<file path="src/rtl/parametrik_cift_portlu_bellek.sv">
// Simple-dual-port RAM with per-byte write enables, a registered read and a
// hardware clear sequencer that zeroes every word after reset or on request.

module pcpb_bayt_seridi #(
  parameter int ADRES_GENISLIK = 4,
  parameter int BYPASS         = 1
) (
  input  logic                      clk,
  input  logic                      rst_n,
  input  logic                      yaz,
  input  logic [ADRES_GENISLIK-1:0] yaz_adres,
  input  logic [7:0]                yaz_bayt,
  input  logic                      oku,
  input  logic [ADRES_GENISLIK-1:0] oku_adres,
  output logic [7:0]                oku_bayt
);
  localparam int DERINLIK = 1 << ADRES_GENISLIK;

  logic [7:0] mem [DERINLIK];
  logic [7:0] oku_d;

  always_ff @(posedge clk)
    if (yaz) mem[yaz_adres] <= yaz_bayt;

  // Same-address bypass only when this byte is actually being written.
  always_comb begin
    oku_d = mem[oku_adres];
    if (BYPASS != 0 && yaz && yaz_adres == oku_adres) oku_d = yaz_bayt;
  end

  always_ff @(posedge clk or negedge rst_n)
    if (!rst_n)   oku_bayt <= '0;
    else if (oku) oku_bayt <= oku_d;
endmodule

module parametrik_cift_portlu_bellek #(
  parameter int VERI_GENISLIK  = 16,
  parameter int ADRES_GENISLIK = 4,
  parameter int BYPASS         = 1
) (
  input  logic                       clk,
  input  logic                       rst_n,
  input  logic                       temizle,
  input  logic                       yaz_en,
  input  logic [VERI_GENISLIK/8-1:0] yaz_bayt_en,
  input  logic [ADRES_GENISLIK-1:0]  yaz_adres,
  input  logic [VERI_GENISLIK-1:0]   yaz_veri,
  input  logic                       oku_en,
  input  logic [ADRES_GENISLIK-1:0]  oku_adres,
  output logic [VERI_GENISLIK-1:0]   oku_veri,
  output logic                       oku_gecerli,
  output logic                       mesgul
);
  localparam int BAYT_SAYISI = VERI_GENISLIK / 8;
  localparam int DERINLIK    = 1 << ADRES_GENISLIK;

  typedef enum logic {TEMIZLE, HAZIR} durum_t;

  durum_t                    durum, durum_d;
  logic [ADRES_GENISLIK-1:0] sayac;
  logic                      son, hazir, yaz_kul, oku_kul;
  logic [1:0]                vld_pipe;
  logic [BAYT_SAYISI-1:0][7:0] oku_bayt;

  assign son     = (sayac == ADRES_GENISLIK'(DERINLIK - 1));
  assign hazir   = (durum == HAZIR);
  assign mesgul  = ~hazir;
  assign yaz_kul = hazir & yaz_en;
  assign oku_kul = hazir & oku_en;

  always_ff @(posedge clk or negedge rst_n)
    if (!rst_n) durum <= TEMIZLE;
    else        durum <= durum_d;

  always_comb begin
    durum_d = durum;
    case (durum)
      TEMIZLE: if (son)     durum_d = HAZIR;
      HAZIR:   if (temizle) durum_d = TEMIZLE;
      default:              durum_d = TEMIZLE;
    endcase
  end

  // Sweep counter parks at the last address; a new sweep reloads it from 0.
  always_ff @(posedge clk or negedge rst_n)
    if (!rst_n)                        sayac <= '0;
    else if (!hazir && !son)           sayac <= sayac + 1'b1;
    else if (hazir && temizle)         sayac <= '0;

  assign vld_pipe[0] = oku_kul;
  always_ff @(posedge clk or negedge rst_n)
    if (!rst_n) vld_pipe[1] <= 1'b0;
    else        vld_pipe[1] <= vld_pipe[0];
  assign oku_gecerli = vld_pipe[1];

  for (genvar i = 0; i < BAYT_SAYISI; i++) begin : g_bayt
    pcpb_bayt_seridi #(
      .ADRES_GENISLIK(ADRES_GENISLIK),
      .BYPASS        (BYPASS)
    ) u_serit (
      .clk      (clk),
      .rst_n    (rst_n),
      .yaz      (~hazir | (yaz_kul & yaz_bayt_en[i])),
      .yaz_adres(hazir ? yaz_adres : sayac),
      .yaz_bayt (hazir ? yaz_veri[i*8 +: 8] : 8'h00),
      .oku      (oku_kul),
      .oku_adres(oku_adres),
      .oku_bayt (oku_bayt[i])
    );
  end

  assign oku_veri = oku_bayt;
endmodule

</file>
<file path="config.mk">
export PLATFORM = sky130hd
export DESIGN_NAME = parametrik_cift_portlu_bellek
export DESIGN_NICKNAME = d
export VERILOG_FILES = /design/src/rtl/parametrik_cift_portlu_bellek.sv
export SDC_FILE = /design/constraint.sdc
export NUM_CORES = 1
export LEC_CHECK = 0
export CORE_MARGIN = 2
export CORE_UTILIZATION = 32
export DETAILED_ROUTE_END_ITERATION = 10
export SYNTH_ARGS = -nofsm -noshare
export SYNTH_HDL_FRONTEND = slang
export SYNTH_SLANG_ARGS = --single-unit
</file>
<file path="constraint.sdc">
create_clock -name clk -period 1.77 [get_ports clk]
set_input_delay 0.531 -clock clk [delete_from_list [all_inputs] [get_ports clk]]
set_output_delay 0.531 -clock clk [all_outputs]
set_load 0.005 [all_outputs]
</file>
# Word level (Yosys, flattened, before mapping)
# Memories as Yosys holds them, arrays and structs flattened. A register that Yosys moved wholly into a read port is not among the register bits.
# Cells that the tools add are included.
# totals
regBits,6
output_inout_bits,18
mem_bits_ro,0
latchBits,0
inputBits,31
n_memories,2
ramBits,256
# classes
div_mod_pow,0
shifts,0
n_mux,12
eq_ne,1
n_mul,0
reduce_logical,7
n_addsub,1
bitwise,7
order_cmp,0
# memory_table
name,depth,width,rd,rd_ports_with_merged_regs,write_ports,line_no,rtl
g_bayt[0].u_serit.mem,16,8,1,1,1,19,logic [7:0] mem [DERINLIK];
g_bayt[1].u_serit.mem,16,8,1,1,1,19,
# ops
op,count
$mux 8,2
$mux 4,3
$mux 1,6
$add 4x1->4 const B,1
$and 1x1->1,4
$eq 4x4->1 const B,1
$logic_not 1->1,4
$logic_and 1x1->1,2
$or 1x1->1,2
$pmux 1 s2,1
$reduce_bool 2->1,1
$not 1->1,1

# Logic depth before layout (Yosys ltp)
# Gate-level depths: netlist (run 1).
# depth
depth_word,5
ltp_mapped,6

# Hierarchy
# From an unflattened synthesis (run 1), not the netlist that was laid out.
# unflattened
cells_unflattened,569
hier_area_um2,11234.5
# by_module_without_submodules
module,area_per_inst_um2,instances,seq_area_each_um2,cells_per_inst
pcpb_bayt_seridi,5385.2,2,4043.9,257
parametrik_cift_portlu_bellek,464.2,1,150.1,55

# Worst setup path after synthesis (run 1)
# Ideal clock, no wire load.
# synth_timing
kind,input -> register
start,input oku_adres[2]
end,"register g_bayt[0].u_serit.oku_bayt[1], read port of g_bayt[0].u_serit.mem"
required_time_ns,1.647
n_path_buf,2
setup_slack_ns,-0.173
t_arrival_ns,1.820
cell_stages,6
path_cell_list,buf_2 > buf_1 > mux4_2 > a22oi_1 > nand2_1 > o221a_1
# synth_lines
item,line_no,rtl
from (decl),49,"input logic [ADRES_GENISLIK-1:0] oku_adres,"
to (decl),15,output logic [7:0] oku_bayt

# Worst setup path in the final report (run 1)
# layout_timing
start,register durum
end,"register g_bayt[0].u_serit.oku_bayt[2], read port of g_bayt[0].u_serit.mem"
# layout_via
elab_chain_len,1
# layout_rtl
item,line_no,rtl
from (decl),59,"durum_t durum, durum_d;"
from (signal assigned),73,else durum <= durum_d;
$and 1x1->1,69,assign oku_kul = hazir & oku_en;
# Every way passes these cells.
# A chain may end at the register's enable or synchronous reset.

==> metrics.md, run 1 <==
| Metric | Value |
|---|---|
| CP required | ~2.2 ns |
| Overflow after GRT | 0 |
| Slowest stage delay, CP | around 0.40 ns |
| GR Util All Layers | 13.6% |
| Clock Tree Root | clkbuf_16 |
| CP bufs+invs | 2 |
| Async SR Flop Fraction | about 7.9% |
| Fill cells | 3027 |
| Yosys top cell area share | 69.1% |
| Core ar. | 34400 um2 |
| Final antenna-violating net count | 0 |
| #FFs+latches synth | approximately 280 |
| Status | complete, but fails checks |
| IO Count | between 40 and 50 |
| Final worst slack | -0.315 ns |
| Achievable Freq | 480 MHz |
| Max-slew violation count | 0 |
| Final worst path period share | 118% |
| Drt wl/cell | 20.3 um |
| Yosys top cell by area | edfxtp_1 |
| Std-Cell Rows | roughly 70 |
| NumNets Final | around 750 |
| Largest net degree at the start of global routing | 33 |
| Maximum vdd drop | between 0.8 and 0.9 mV |
| CTS HTree Levels | 1 |
| Pwr dens | 1510 nW/um2 |
| Finished Core Util | around 41% |
| Top sig layer | met5 |
| Reg clk slew, reported paths | approximately 0.060 ns |
| CP Max Fanout | 8 |
| Fin. Hold Viols | 0 |
| Family with the most delay on the worst path | simple AND/OR/NAND/NOR gates |
| Total Wirelength | 24.2 mm |
| Worst-Margin Slew | approximately 0.66 ns |
| Clock Path Buffers | 3 |
| Net count after synthesis | just under 600 |
| Mapped Avg Cell Area | roughly 20 um2 |
| EDFF count, synth | 256 |
| Primary FF master, synth | edfxtp_1 |
| Die area | around 36000 um2 |
| Critical path class | register to register |
| Met3 WL | 1.23 mm |
| Initial DRC Count | 433 |
| Initial antenna violation count | 1 |
| DRC Markers | 0 |
| Finish-stage setup viols | 273 |
| Crit. End Element | register |
| Area Overhead vs Synth | 28.2% |
| Die Span Y | 190 um |
| Finished Cell Area | roughly 14000 um2 |
| Max-slew headroom | between 50% and 60% |
| Detail-routed via count per cell | 4.91 |
| Post-synthesis sequential area ratio | about three quarters |
| Wire length on met1 | about 11 mm |
| Yosys cell types | 37 |
| Met2 wire len | 11.8 mm |
| Startpoint Class | register |
| Post-Syn Instances | around 570 |
| Worst-Skew Late Latency | 0.52 ns |
| First-pass GRT wire length | around 38 mm |
| CTS buffer count | 26 |
| RSZ-0062 raised after global routing | yes |
| Synth Warn # | 0 |
| Antenna cells | 0 |
| Die width | roughly 190 um |
| Failing checks | setup timing |
| CTS tree | built |
| Max Cap Violations | 0 |
| First-pass DRT Iterations | 4 |
| Clk sinks | roughly 280 |
| CP arrival | between 2 and 2.5 ns |
| Proportion of layout cells with a drive suffix above 1 | 34.6% |
| Critical-path cell list | buf_6 > buf_12 > mux2i_4 > xor2_2 > and4_4 > nand3_4 > o221a_1 |
| Hold WC Path Type | input pin to async pin |
| DP HPWL | 16.7 mm |
| Clock skew | around 0.012 ns |
| Placed instance area | between 10000 and 15000 um2 |
| Most instantiated cells after synthesis | edfxtp_1 (256), mux4_2 (64), nor2_1 (37), a22oi_1 (32), nand2_1 (31) |
| CTS Hold Bufs | 0 |
| Critical-path top delay cell | mux2i_4 |
| Top cells by area, synth | edfxtp_1 (69%), mux4_2 (13%), dfrtp_1 (4.9%) |
| Port Buf Inserts | 48 |
| Total number of vias | 5850 |
| Leak | approximately 5 nW |
| Count leader, synth | edfxtp_1 |
| Number of global-route vias before repair | a little over 6000 |
| Initial Util | between 30% and 40% |
| Routability cong. | 0.826 |
| Tmin final | roughly 2.1 ns |
| Cell Area, Synth | 11100 um2 |
-- cell usage in the layout (no fill, tap or decap), types with 20 or more instances in the layout --
cell type and n:
a22oi_1 32, buf_12 24, buf_4 61, buf_6 20
clkbuf_16 27, clkdlybuf4s50_1 28, dfrtp_1 22, edfxtp_1 256
mux4_2 64, nand2_1 27, nor2_4 20
-- area by class of cell --
type	instances	area (um2)	share of cell area (%)
clock inverter	16	154	1.08
tap	455	569	3.99
clock buffer	32	694	4.87
multi-input combinational	255	2960	20.8
sequential	278	8240	57.8
inverter	4	22.5	0.158
timing repair buffer	152	1610	11.3
-- registers in the layout, indices dropped and copies added (netlist names) --
register and count:
durum 1, g_bayt.u_serit.mem 256, g_bayt.u_serit.oku_bayt 16, oku_gecerli 1
sayac 4
-- cell families after synthesis --
family | synth area share [%]
compound gates | 4.67
xor+xnor | 0.608
fa+ha+maj | 0.112
buf+inv | 1.51
flops | 74.1
mux | 13.7
simple gates | 5.31
-- per-stage QoR --
| stage | power (mW) | std cells | hold slack (ns) | TNS [ns] | worst slack (ns) |
|---|---|---|---|---|---|
| finish | 21.5 | 1192 | 0.367 | -52.92 | -0.315 |
| global route | 22.5 | 1192 | 0.371 | -69.93 | -0.384 |
| global placement | 15.1 | 1130 | 0.609 | -160.72 | -0.736 |
| detailed placement | 15.3 | 1130 | 0.620 | -172.67 | -0.739 |
| floorplan | 12.6 | 565 | 0.235 | -19.66 | -0.143 |
| CTS | 21.3 | 1188 | 0.357 | -45.96 | -0.260 |
-- worst reg2reg max path, stage by stage, from the launching register on --
cell and delay [ns]:
dfrtp_1 0.39, buf_6 0.13, buf_12 0.12, mux2i_4 0.40
xor2_2 0.22, and4_4 0.28, nand3_4 0.14, o221a_1 0.28
-- power by group --
group          switching, mW  leakage, nW  internal, mW  total [mW]
registers              0.460         2.67          9.22        9.68
clock network           2.28        0.421          3.22        5.50
logic                   3.49         1.77          2.83        6.32
total                   6.23         4.86          15.3        21.5
-- worst paths after layout --
kind	endpoint	cells after the start	start	slack [ns]
max in group asynchronous	g_bayt[0].u_serit.oku_bayt[1]	2	rst_n	1.17
min in group clk	g_bayt[1].u_serit.oku_bayt[7]	2	g_bayt[1].u_serit.oku_bayt[7]	0.63
min	oku_gecerli	2	rst_n	0.37
max reg2reg	g_bayt[0].u_serit.oku_bayt[2]	7	durum	-0.32
min reg2reg	g_bayt[1].u_serit.oku_bayt[7]	2	g_bayt[1].u_serit.oku_bayt[7]	0.63
max	g_bayt[0].u_serit.oku_bayt[2]	7	durum	-0.32
-- per-layer routing --
metal,GRT usage (%),vias up
met5,0,-
met4,3.43,2
met3,2.34,37
met2,22.8,134
met1,18.5,3071
li1,-,2606
-- what timing repair did --
action	in CTS	in global routing
pin swaps	9	2
setup buffers	10	5
resized for setup	60	26
endpoints found under the setup margin	290	310
(Power assumes the default switching activity.)
==> run 2: changes to the inputs <==
- CAP_MARGIN: unset -> 20
==> results of run 2 <==
Final layout, timing and power as in run 1 (identical DEF).
==> run 3: changes to the inputs <==
- CORE_UTILIZATION: 32 -> 50
- PLACE_DENSITY: unset -> 0.7
- REMOVE_ABC_BUFFERS: unset -> 1
==> run 3 against run 2 <==
Effect of this change:
- the flow still finishes with violations (setup timing)
- register-to-register slack improved by 0.10 ns
- worst setup slack improved by 0.10 ns
- via count rose by 7.0%
- sequential share of layout area fell by 0.22 points
- die area fell by 35%
- critical path depth fell by 1
- power rose by 4.8%
- critical endpoint is now g_bayt[1].u_serit.oku_bayt[6]
- largest cell class unchanged
- highest routed layer is now met4
==> metrics.md, run 3 (synthesized netlist as in run 1, its figures left out) <==
| Metric | Value |
|---|---|
| Status | complete, but fails checks |
| Failing checks | setup timing |
| Initial Util | 51.0% (+19 points) |
| Die Span Y | 153 um (-20%) |
| Reg clk slew, reported paths | 0.07 ns (about the same) |
| RSZ-0062 raised after global routing | yes |
| GR Util All Layers | 22.3% (+8.7 points) |
| Initial antenna violation count | 0 (-1) |
| Sw frac | 30.7% (+1.7 points) |
| CTS Hold Bufs | 0 (unchanged) |
| Fill cells | 1388 (-54%) |
| Final worst slack | -0.213 ns (+0.102 ns) |
| Final antenna-violating net count | 0 (unchanged) |
| Largest Register | g_bayt.u_serit.mem |
| Setup WS pre-CTS | -0.666 ns (+0.0735 ns) |
| Die width | 153 um (-20%) |
| IO Count | 49 (unchanged) |
| Placed cells | 957 (-15%) |
| Leak | 4.96 nW (+1.9%) |
| Switch Pwr | 6.92 mW (+11%) |
| Max Cap Violations | 0 (unchanged) |
| Achievable Freq | 504 MHz (+5.2%) |
| Max-slew headroom | 51.7% (-4.3 points) |
| Finished Cell Area | 14300 um2 (+0.39%) |
| Proportion of power drawn by combinational gates | 33.2% (+3.8 points) |
| Power Internal | 15.6 mW (+2.2%) |
| Clock Tree Root | clkbuf_16 |
| Core ar. | 21800 um2 (-37%) |
| DP HPWL | 16.8 mm (+0.75%) |
| First-pass DRT Iterations | 5 (+1) |
| Die area | 23500 um2 (-35%) |
| CP arrival | 2.39 ns (-0.10 ns) |
| Area Overhead vs Synth | 28.7% |
| Detail-routed via count per cell | 6.08 (+24%) |
| Critical path class | register to register |
| Final worst path period share | 112% (-5.8 points) |
| NumNets Final | 760 (+1.5%) |
| Max reg flops | 256 (unchanged) |
| Post-Layout Cell Count | 1029 (-14%) |
| Maximum vdd drop | 0.875 mV (-1.6%) |
| Fin Hold WS | 0.370 ns (+0.00307 ns) |
| Largest net degree at the start of global routing | 38 (+15%) |
| Clock power share | 23.9% (-1.7 points) |
| First-pass GRT wire length | 39.4 mm (+4.3%) |
| Port Buf Inserts | 48 (unchanged) |
| Worst-Skew Late Latency | 0.55 ns (+0.03 ns) |
| Finished Core Util | 65.6% (+24 points) |
| Hold WC Path Type | input pin to async pin |
| DRC Markers | 0 (unchanged) |
| Reg power frac | 43.0% (-2.0 points) |
| Commonest non-fill, non-tap cell in the layout | edfxtp_1 |
| CP Max Fanout | 8 (unchanged) |
| Antenna cells | 0 (unchanged) |
| Total number of vias | 6258 (+7.0%) |
| Clk sinks | 278 (unchanged) |
| Flop-to-flop setup slack | -0.21 ns (+0.10 ns) |
| Max-slew violation count | 0 (unchanged) |
| Clock Path Buffers | 3 (unchanged) |
| Std-Cell Rows | 54 (-21%) |
| Regs by FF count | g_bayt.u_serit.mem: 256 flops, g_bayt.u_serit.oku_bayt: 16 flops, sayac: 4 flops |
| CTS tree | built |
| Most frequent cells in the layout | edfxtp_1 (256), mux4_2 (64), buf_4 (57) |
| CTS HTree Levels | 1 (unchanged) |
| Routability cong. | 0.817 (-1.1%) |
| Proportion of layout cells with a drive suffix above 1 | 39.3% (+4.7 points) |
| Tmin final | 1.98 ns (-0.102 ns) |
| Clock skew | 0.0248 ns (+0.0132 ns) |
| Worst-Margin Slew | 0.724 ns (+0.0643 ns) |
| Fin. Hold Viols | 0 (unchanged) |
| Finish-stage setup viols | 256 (-6.2%) |
| Placed instance area | 12600 um2 (-3.5%) |
| Crit. End Element | register |
| Initial DRC Count | 580 (+34%) |
| Number of global-route vias before repair | 6472 (+3.8%) |
| Pwr dens | 1570 nW/um2 (+4.4%) |
| Drt wl/cell | 25.8 um (+27%) |
| Total Wirelength | 26.5 mm (+9.4%) |
| Startpoint Class | register |
| CTS buffer count | 27 (+3.8%) |
| Overflow after GRT | 0 (unchanged) |
| CP required | 2.18 ns (about the same) |
## run 3: worst max-delay path, cell delays in order, from the launching register on
cell	delay, ns
dfrtp_2	0.37
buf_6	0.14
mux2i_4	0.39
xor2_2	0.20
and4_4	0.30
nand3_4	0.15
o221a_1	0.29
## run 3: layout make-up
cell class	instances	area (um2)	share of cell area (%)
Sequential cell	278	8240	57.6
Clock buffer	37	733	5.12
Clock inverter	13	91.3	0.638
Inverter	4	17.5	0.122
Tap cell	280	350	2.45
Multi-Input combinational cell	255	3210	22.4
Timing Repair Buffer	162	1670	11.7
## run 3: path summary, 6_finish.rpt
| check | from | to | cells after the start |
|---|---|---|---|
| min in group clk | g_bayt[1].u_serit.oku_bayt[4] | g_bayt[1].u_serit.oku_bayt[4] | 2 |
| worst max-delay path | durum | g_bayt[1].u_serit.oku_bayt[6] | 6 |
| worst min-delay path | rst_n | sayac[1] | 2 |
| max in group asynchronous | rst_n | durum | 2 |
| worst min register to register | g_bayt[1].u_serit.oku_bayt[4] | g_bayt[1].u_serit.oku_bayt[4] | 2 |
| worst max register to register | durum | g_bayt[1].u_serit.oku_bayt[6] | 6 |
## run 3: layer usage
layer  routed length, um  GRT usage, %  share of wire, %
met1               10700          30.8                40
met2               13500          36.8                51
met3                1540          3.94               5.8
met4                 712          6.57               2.7
met5                   0             0                 0
## run 3: per-stage QoR
stage	setup TNS [ns]	power (mW)
final	-31.35	22.5
after global routing	-41.59	23.4
after CTS	-30.41	21.4
after detailed placement	-163.44	15.1
after global placement	-163.38	14.8
after floorplan	-147.52	12.3
## run 3: what timing repair did
| action | 4_1_cts | 5_1_grt |
|---|---|---|
| pin swaps | 26 | 22 |
| cloned | 1 | 0 |
| buffers inserted | 13 | 9 |
| endpoints found under the setup margin | 397 | 289 |
| gates resized for setup | 114 | 94 |
## run 3: power groups by stage
| stage | Combinational [mW] | Sequential [mW] | Clock (mW) |
|---|---|---|---|
| 2_1_floorplan | 2.58 | 9.73 | 0 |
| 3_3_place_gp | 5.07 | 9.72 | 0 |
| 3_5_place_dp | 5.27 | 9.80 | 0 |
| 4_1_cts | 6.33 | 9.66 | 5.43 |
| 5_1_grt | 7.88 | 9.80 | 5.73 |
| 6_report | 7.47 | 9.68 | 5.38 |
